--- src/rtl/alu_unit.sv ---
// Registered N-bit integer ALU: one operation per cycle, result and flags
// appear one clock after the operands are presented with in_valid.
module alu_unit #(
  parameter int N = 32
) (
  input  logic         clk,
  input  logic         rst_n,
  input  logic         in_valid,
  input  logic [3:0]   op,
  input  logic [N-1:0] x,
  input  logic [N-1:0] y,
  output logic [N-1:0] z,
  output logic         zf,
  output logic         cf,
  output logic         vf,
  output logic         out_valid
);

  localparam int SW = $clog2(N);

  localparam logic [3:0] OP_ADD   = 4'd0;
  localparam logic [3:0] OP_SUB   = 4'd1;
  localparam logic [3:0] OP_AND   = 4'd2;
  localparam logic [3:0] OP_OR    = 4'd3;
  localparam logic [3:0] OP_XOR   = 4'd4;
  localparam logic [3:0] OP_NOR   = 4'd5;
  localparam logic [3:0] OP_SLT   = 4'd6;
  localparam logic [3:0] OP_SLTU  = 4'd7;
  localparam logic [3:0] OP_SLL   = 4'd8;
  localparam logic [3:0] OP_SRL   = 4'd9;
  localparam logic [3:0] OP_SRA   = 4'd10;
  localparam logic [3:0] OP_PASSY = 4'd11;

  logic [SW-1:0] sh;
  logic [N:0]    add_w;
  logic [N:0]    sub_w;
  logic          slt_w;
  logic          sltu_w;

  logic [N-1:0]  z_d, z_q;
  logic          cf_d, cf_q;
  logic          vf_d, vf_q;
  logic          valid_q;

  assign sh     = y[SW-1:0];
  assign add_w  = {1'b0, x} + {1'b0, y};
  // Subtraction as x + ~y + 1 so the carry out reads directly as "no borrow".
  assign sub_w  = {1'b0, x} + {1'b0, ~y} + {{N{1'b0}}, 1'b1};
  assign slt_w  = $signed(x) < $signed(y);
  assign sltu_w = x < y;

  always_comb begin
    z_d  = add_w[N-1:0];
    cf_d = add_w[N];
    vf_d = (x[N-1] == y[N-1]) && (add_w[N-1] != x[N-1]);
    case (op)
      OP_ADD: ;
      OP_SUB: begin
        z_d  = sub_w[N-1:0];
        cf_d = sub_w[N];
        vf_d = (x[N-1] != y[N-1]) && (sub_w[N-1] != x[N-1]);
      end
      OP_AND:   begin z_d = x & y;    cf_d = 1'b0; vf_d = 1'b0; end
      OP_OR:    begin z_d = x | y;    cf_d = 1'b0; vf_d = 1'b0; end
      OP_XOR:   begin z_d = x ^ y;    cf_d = 1'b0; vf_d = 1'b0; end
      OP_NOR:   begin z_d = ~(x | y); cf_d = 1'b0; vf_d = 1'b0; end
      OP_SLT:   begin z_d = {{(N-1){1'b0}}, slt_w};  cf_d = 1'b0; vf_d = 1'b0; end
      OP_SLTU:  begin z_d = {{(N-1){1'b0}}, sltu_w}; cf_d = 1'b0; vf_d = 1'b0; end
      OP_SLL:   begin z_d = x << sh;           cf_d = 1'b0; vf_d = 1'b0; end
      OP_SRL:   begin z_d = x >> sh;           cf_d = 1'b0; vf_d = 1'b0; end
      OP_SRA:   begin z_d = $signed(x) >>> sh; cf_d = 1'b0; vf_d = 1'b0; end
      OP_PASSY: begin z_d = y;                 cf_d = 1'b0; vf_d = 1'b0; end
      default: ; // reserved codes fall back to ADD
    endcase
  end

  always_ff @(posedge clk or negedge rst_n) begin
    if (!rst_n) begin
      z_q     <= '0;
      cf_q    <= 1'b0;
      vf_q    <= 1'b0;
      valid_q <= 1'b0;
    end else begin
      valid_q <= in_valid;
      if (in_valid) begin
        z_q  <= z_d;
        cf_q <= cf_d;
        vf_q <= vf_d;
      end
    end
  end

  // Zero flag is decoded from the held result, so reset (z=0) yields zf=1.
  assign z         = z_q;
  assign zf        = (z_q == '0);
  assign cf        = cf_q;
  assign vf        = vf_q;
  assign out_valid = valid_q;

endmodule

--- config.mk ---
export PLATFORM = sky130hd
export DESIGN_NAME = alu_unit
export DESIGN_NICKNAME = d
export VERILOG_FILES = /design/src/rtl/alu_unit.sv
export SDC_FILE = /design/constraint.sdc
export NUM_CORES = 1
export LEC_CHECK = 0
export ABC_AREA = 0
export BUFFER_PORTS_ARGS = -buffer_cell sky130_fd_sc_hd__buf_2
export CAP_MARGIN = 15
export CORE_MARGIN = 3
export CORE_UTILIZATION = 40
export DETAILED_ROUTE_END_ITERATION = 8
export GPL_TIMING_DRIVEN = 0
export SETUP_SLACK_MARGIN = 0.5
export SLEW_MARGIN = 20
export SYNTH_ARGS = -nofsm -noshare
export SYNTH_HDL_FRONTEND = slang
export SYNTH_SLANG_ARGS = --single-unit
--- constraint.sdc ---
create_clock -name clk -period 1.07 [get_ports clk]
set_input_delay 0.214 -clock clk [delete_from_list [all_inputs] [get_ports clk]]
set_output_delay 0.214 -clock clk [all_outputs]
set_load 0.02 [all_outputs]
# [After elaboration in Yosys (flattened, before gate mapping)]
# Cells that the tools add are included.
[classes] mux=3 reduce_logical=4 eq_ne=15 addsub=3 bitwise_logic=5 n_lt_le_gt_ge=2 n_shift=3
[ops] cell="case mux 32 bit (11 select lines)" count=1
[ops] cell="adder 32 x 32 -> 33 bit" count=2
[ops] cell="less-than comparator 32 bit" count=2
[ops] cell="inverter 32 bit" count=2
[ops] cell="adder 33 x 1 -> 33 bit (second input constant)" count=1
[ops] cell="bitwise AND 32 bit" count=1
[ops] cell="zero test 32 bit" count=1
[ops] cell="bitwise OR 32 bit" count=1
[ops] cell="<< shifter 32 x 5 -> 32 bit" count=1
[ops] cell=">> shifter 32 x 5 -> 32 bit" count=1
[ops] cell=">>> shifter 32 x 5 -> 32 bit" count=1
[ops] cell="XOR 32 bit" count=1
[ops] cell="equality test 4 x 3 -> 1 bit (second input constant)" count=4
[ops] cell="equality test 4 bit (second input constant)" count=4
[ops] cell="OR reduction 10 bit" count=1
[ops] cell="equality test 4 x 2 -> 1 bit (second input constant)" count=2
[ops] cell="equality test 4 x 1 -> 1 bit (second input constant)" count=1
[ops] cell="case mux 1 bit (2 select lines)" count=2
[ops] cell="!= test 1 bit" count=3
[ops] cell="logical AND 1 bit" count=2
[ops] cell="equality test 1 bit" count=1
[totals] word_cells=39 inputBits=71 output_inout_bits=36 register_bits=35

# [Depth between registers and ports, before layout]
[depth] ltp_word=6 depth_mapped=15

# [Worst setup path after synthesis]
# No wires, ideal clock.
[synth_path] kind="input to register" from="input y[2]" to="register cf_q, in the netlist cf" slack_ns=-2.561 t_arrival_ns=3.552 cell_stages=15 required_time_ns=0.991 cell_sequence="clkbuf_1 -> inv_1 -> buf_2 -> buf_2 -> clkbuf_1 -> ha_1 -> or2_2 -> a221oi_1 -> o2111ai_1 -> and3_1 -> o21ai_2 -> a41oi_2 -> o31a_1 -> o32ai_2 -> o21bai_1"
[synth_between] elab_chain_len=4
[synth_lines] item="from (decl)" line="11" rtl="input logic [N-1:0] y,"
[synth_lines] item="inverter 32 bit" line="48" rtl="assign sub_w = {1'b0, x} + {1'b0, ~y} + {{N{1'b0}}, 1'b1};"
[synth_lines] item="adder 32 x 32 -> 33 bit" line="48"
[synth_lines] item="adder 33 x 1 -> 33 bit" line="48"
[synth_lines] item="case mux 1 bit (2 select lines) *" line="56" rtl="case (op)"
[synth_lines] item="to (signal assigned)" line="80" rtl="cf_q <= 1'b0;"
[synth_lines] item="to (signal assigned)" line="87" rtl="cf_q <= cf_d;"
[synth_lines] item="to (decl)" line="41" rtl="logic cf_d, cf_q;"
# Mark *: on every way between the ends. The rest lies on a longest branch, timed or not.
# A chain may end at the register's enable or synchronous reset.

# [Worst setup path after layout]
[layout_path] from="input y[2]" to="register z_q[28], in the netlist z[28]"
[layout_between] elab_chain_len=4
[layout_lines] item="inverter 32 bit" line="48"
[layout_lines] item="adder 32 x 32 -> 33 bit" line="48"
[layout_lines] item="adder 33 x 1 -> 33 bit" line="48"
[layout_lines] item="case mux 32 bit (11 select lines) *" line="56"
[layout_lines] item="to (signal assigned)" line="86" rtl="z_q <= z_d;"
[layout_lines] item="to (decl)" line="40" rtl="logic [N-1:0] z_d, z_q;"
# Marks and branches as above.

==> metrics <==
final worst-path cycle share=281%; DR WL/cell=31.9 um; Rel. slew slack=37.3%; initial antenna violation count=1; Avg Inst Size Synth=7.35 um^2; GP Congestion=1.03; largest net degree at the start of global routing=36; num rows=58; hold slack=-0.120 ns; leading area contributor after synthesis=ha_1; Die Width=169 um; post-route ant nets=0; total power=12.6 mW; Tmin final=3.01 ns; first-pass GRT wire length=88,900 um; fmax=333 MHz; cell total after placement=1,877; final WL=63,500 um; Netlist Area Pre-Place=0.0106 mm^2; Vias=14.3k; Synth Instances=1,441; clk buf depth=2; total grt overflow=0; 1st-pass router iterations=6; worst skew pair latency=0.29 ns; top cells by area, synth=ha_1 12%, mux4_2 12%, dfrtp_1 8.3%, a21oi_1 6.3%, nor2_1 5.3%; Slew Limit Fails=0; area grow syn2layout=39.4%; Final Non-Filler Cells=1,993; top cell type's share of synthesized area=11.8%; # IOs=107; ys flop type=dfrtp_1; setup ws final=-1.94 ns; # nets final=1,833; core box area=0.0256 mm^2; Async S/R FF share, synth=100%; worst hold path class=input port to async pin; CP arrival=3.17 ns; Final Cell Area=0.0148 mm^2; critical path class=input port to flop; vias in the first global route=13.1k; #FFs+latches synth=35; final core occ=57.7%; critical path required time=1.24 ns; Setup crit end kind=flop; worst-margin pin slew=0.941 ns; status=finished, violations left; clk_skew=0 ns; Power Dens Cells=851 mW/mm^2; Final setup viols=45; Starting Density=41.4%; RSZ-0062 raised after global routing=yes; HPWL after DPL=48,000 um; Final Hold Fails=35; Syn. warnings=0; sinks on the clock net=35; vias per cell=7.19; leakage dissipation=6.06 nW; post-synthesis sequential area ratio=8.26%; Synth cell types=87; root buffer cell=clkbuf_16; Total GRT Usage=41.9%; cts bufs inserted=5; Mapped Nets=1,614; Clock transition at path regs=0.06 ns; Die ar.=0.0285 mm^2; die height=169 um; most frequent cells after synthesis=149 x nor2_1, 134 x a21oi_1, 134 x nand2_1, 106 x inv_1, 100 x ha_1; CP startpoint kind=input port; number of I/O port buffers=106; Max Cap Viol=0; H-tree levels=2; number of synthesized flops with an enable pin=0; top-count cell post-synth=nor2_1; Fin Setup TNS=-59.02 ns; CTS tree=done; crit path max fanout=4; share of cells above drive strength 1=37.3%; Worst VDD drop=832 uV; reg2reg path depth=4; placed instance area=0.0120 mm^2; # DRC=0; failing checks=negative hold slack, negative setup slack; dpl ws=-2.90 ns; DRT iter0 DRCs=2,270
==> worst max-delay path, cell delays in order <==
cell,delay (ns)
buf_8,0.08
clkbuf_16,0.14
inv_8,0.03
buf_12,0.11
buf_12,0.11
clkbuf_16,0.15
ha_4,0.24
or2_4,0.25
a221oi_4,0.34
o2111ai_4,0.19
and3_4,0.26
o21ai_4,0.21
a41oi_2,0.17
buf_4,0.20
nor3b_2,0.15
o32a_1,0.30
==> worst paths after layout <==
path	slack [ns]	startpoint	endpoint
hold reg to reg	0.53	z[9]	z[9]
min in group clk	0.04	in_valid	out_valid
setup / recovery	-1.94	y[2]	z[28]
hold / removal	-0.12	rst_n	z[7]
setup reg to reg	-0.21	z[25]	z[25]
max in group asynchronous	0.81	rst_n	z[29]
==> area by class of cell <==
cell class | instances | area (um^2)
Antenna cell | 2 | 5.00
Buffer | 120 | 997
Clock buffer | 7 | 143
Clock inverter | 1 | 5.00
Fill cell | 2391 | 10800
Inverter | 108 | 448
Multi-Input combinational cell | 1178 | 10100
Sequential cell | 35 | 917
Tap cell | 330 | 413
Timing Repair Buffer | 212 | 1750
==> cell families after synthesis <==
family	after synthesis	share of synthesized area, %
adders and majority gates	102	12.2
AOI/OAI and AO/OA	520	33.4
and+or+nand+nor	429	18.4
muxes	105	16.8
xor gates and xnor gates	22	1.82
DFF	35	8.26
buffers and inverters	228	9.13
==> where the power goes <==
part	total, mW	internal [mW]	switching (mW)
sequential	1.92	1.62	0.297
clock	1.52	0.924	0.596
combinational	9.13	3.70	5.43
total	12.6	6.25	6.32
==> flip-flops by register name, indices dropped and copies added, names as in the netlist <==
name / count
z: 32
cf: 1
out_valid: 1
vf: 1
==> layout by cell type (no fill, tap or decap), types with 13 or more instances in the layout <==
| cell type | instances |
|---|---|
| o21bai_1 | 13 |
| a21oi_2 | 21 |
| clkbuf_2 | 34 |
| ha_1 | 92 |
| dfrtp_2 | 33 |
| clkbuf_1 | 29 |
| nor3_1 | 23 |
| nand3_1 | 18 |
| mux4_2 | 55 |
| mux2_2 | 17 |
| a31oi_1 | 21 |
| buf_4 | 87 |
| mux2i_1 | 19 |
| nand2_1 | 131 |
| nand4_1 | 17 |
| o21ai_0 | 52 |
| inv_1 | 101 |
| buf_12 | 18 |
| buf_2 | 78 |
| nor2_1 | 134 |
| buf_6 | 62 |
| o21ai_1 | 22 |
| a21oi_1 | 106 |
| a21o_1 | 18 |
| xnor2_1 | 16 |
| o211ai_1 | 21 |
| a211oi_1 | 16 |
| a222oi_1 | 15 |
==> layer usage <==
layer,track usage [%],wire [um],part of all wire (%),vias up
met5,2.43,98,0.15,-
li1,-,-,-,5901
met4,15.5,3170,5.0,2
met1,56.7,24600,39,7002
met3,14.2,8960,14,210
met2,61.7,26700,42,1209
==> repair_timing <==
| action | in CTS | in global routing |
|---|---|---|
| gates cloned | 1 | 0 |
| setup endpoints to repair | 105 | 70 |
| endpoints found under the hold margin | 35 | 35 |
| pin swaps | 96 | 71 |
| gates resized for setup | 325 | 125 |
| setup buffers | 71 | 34 |
(Power assumes the default switching activity.)
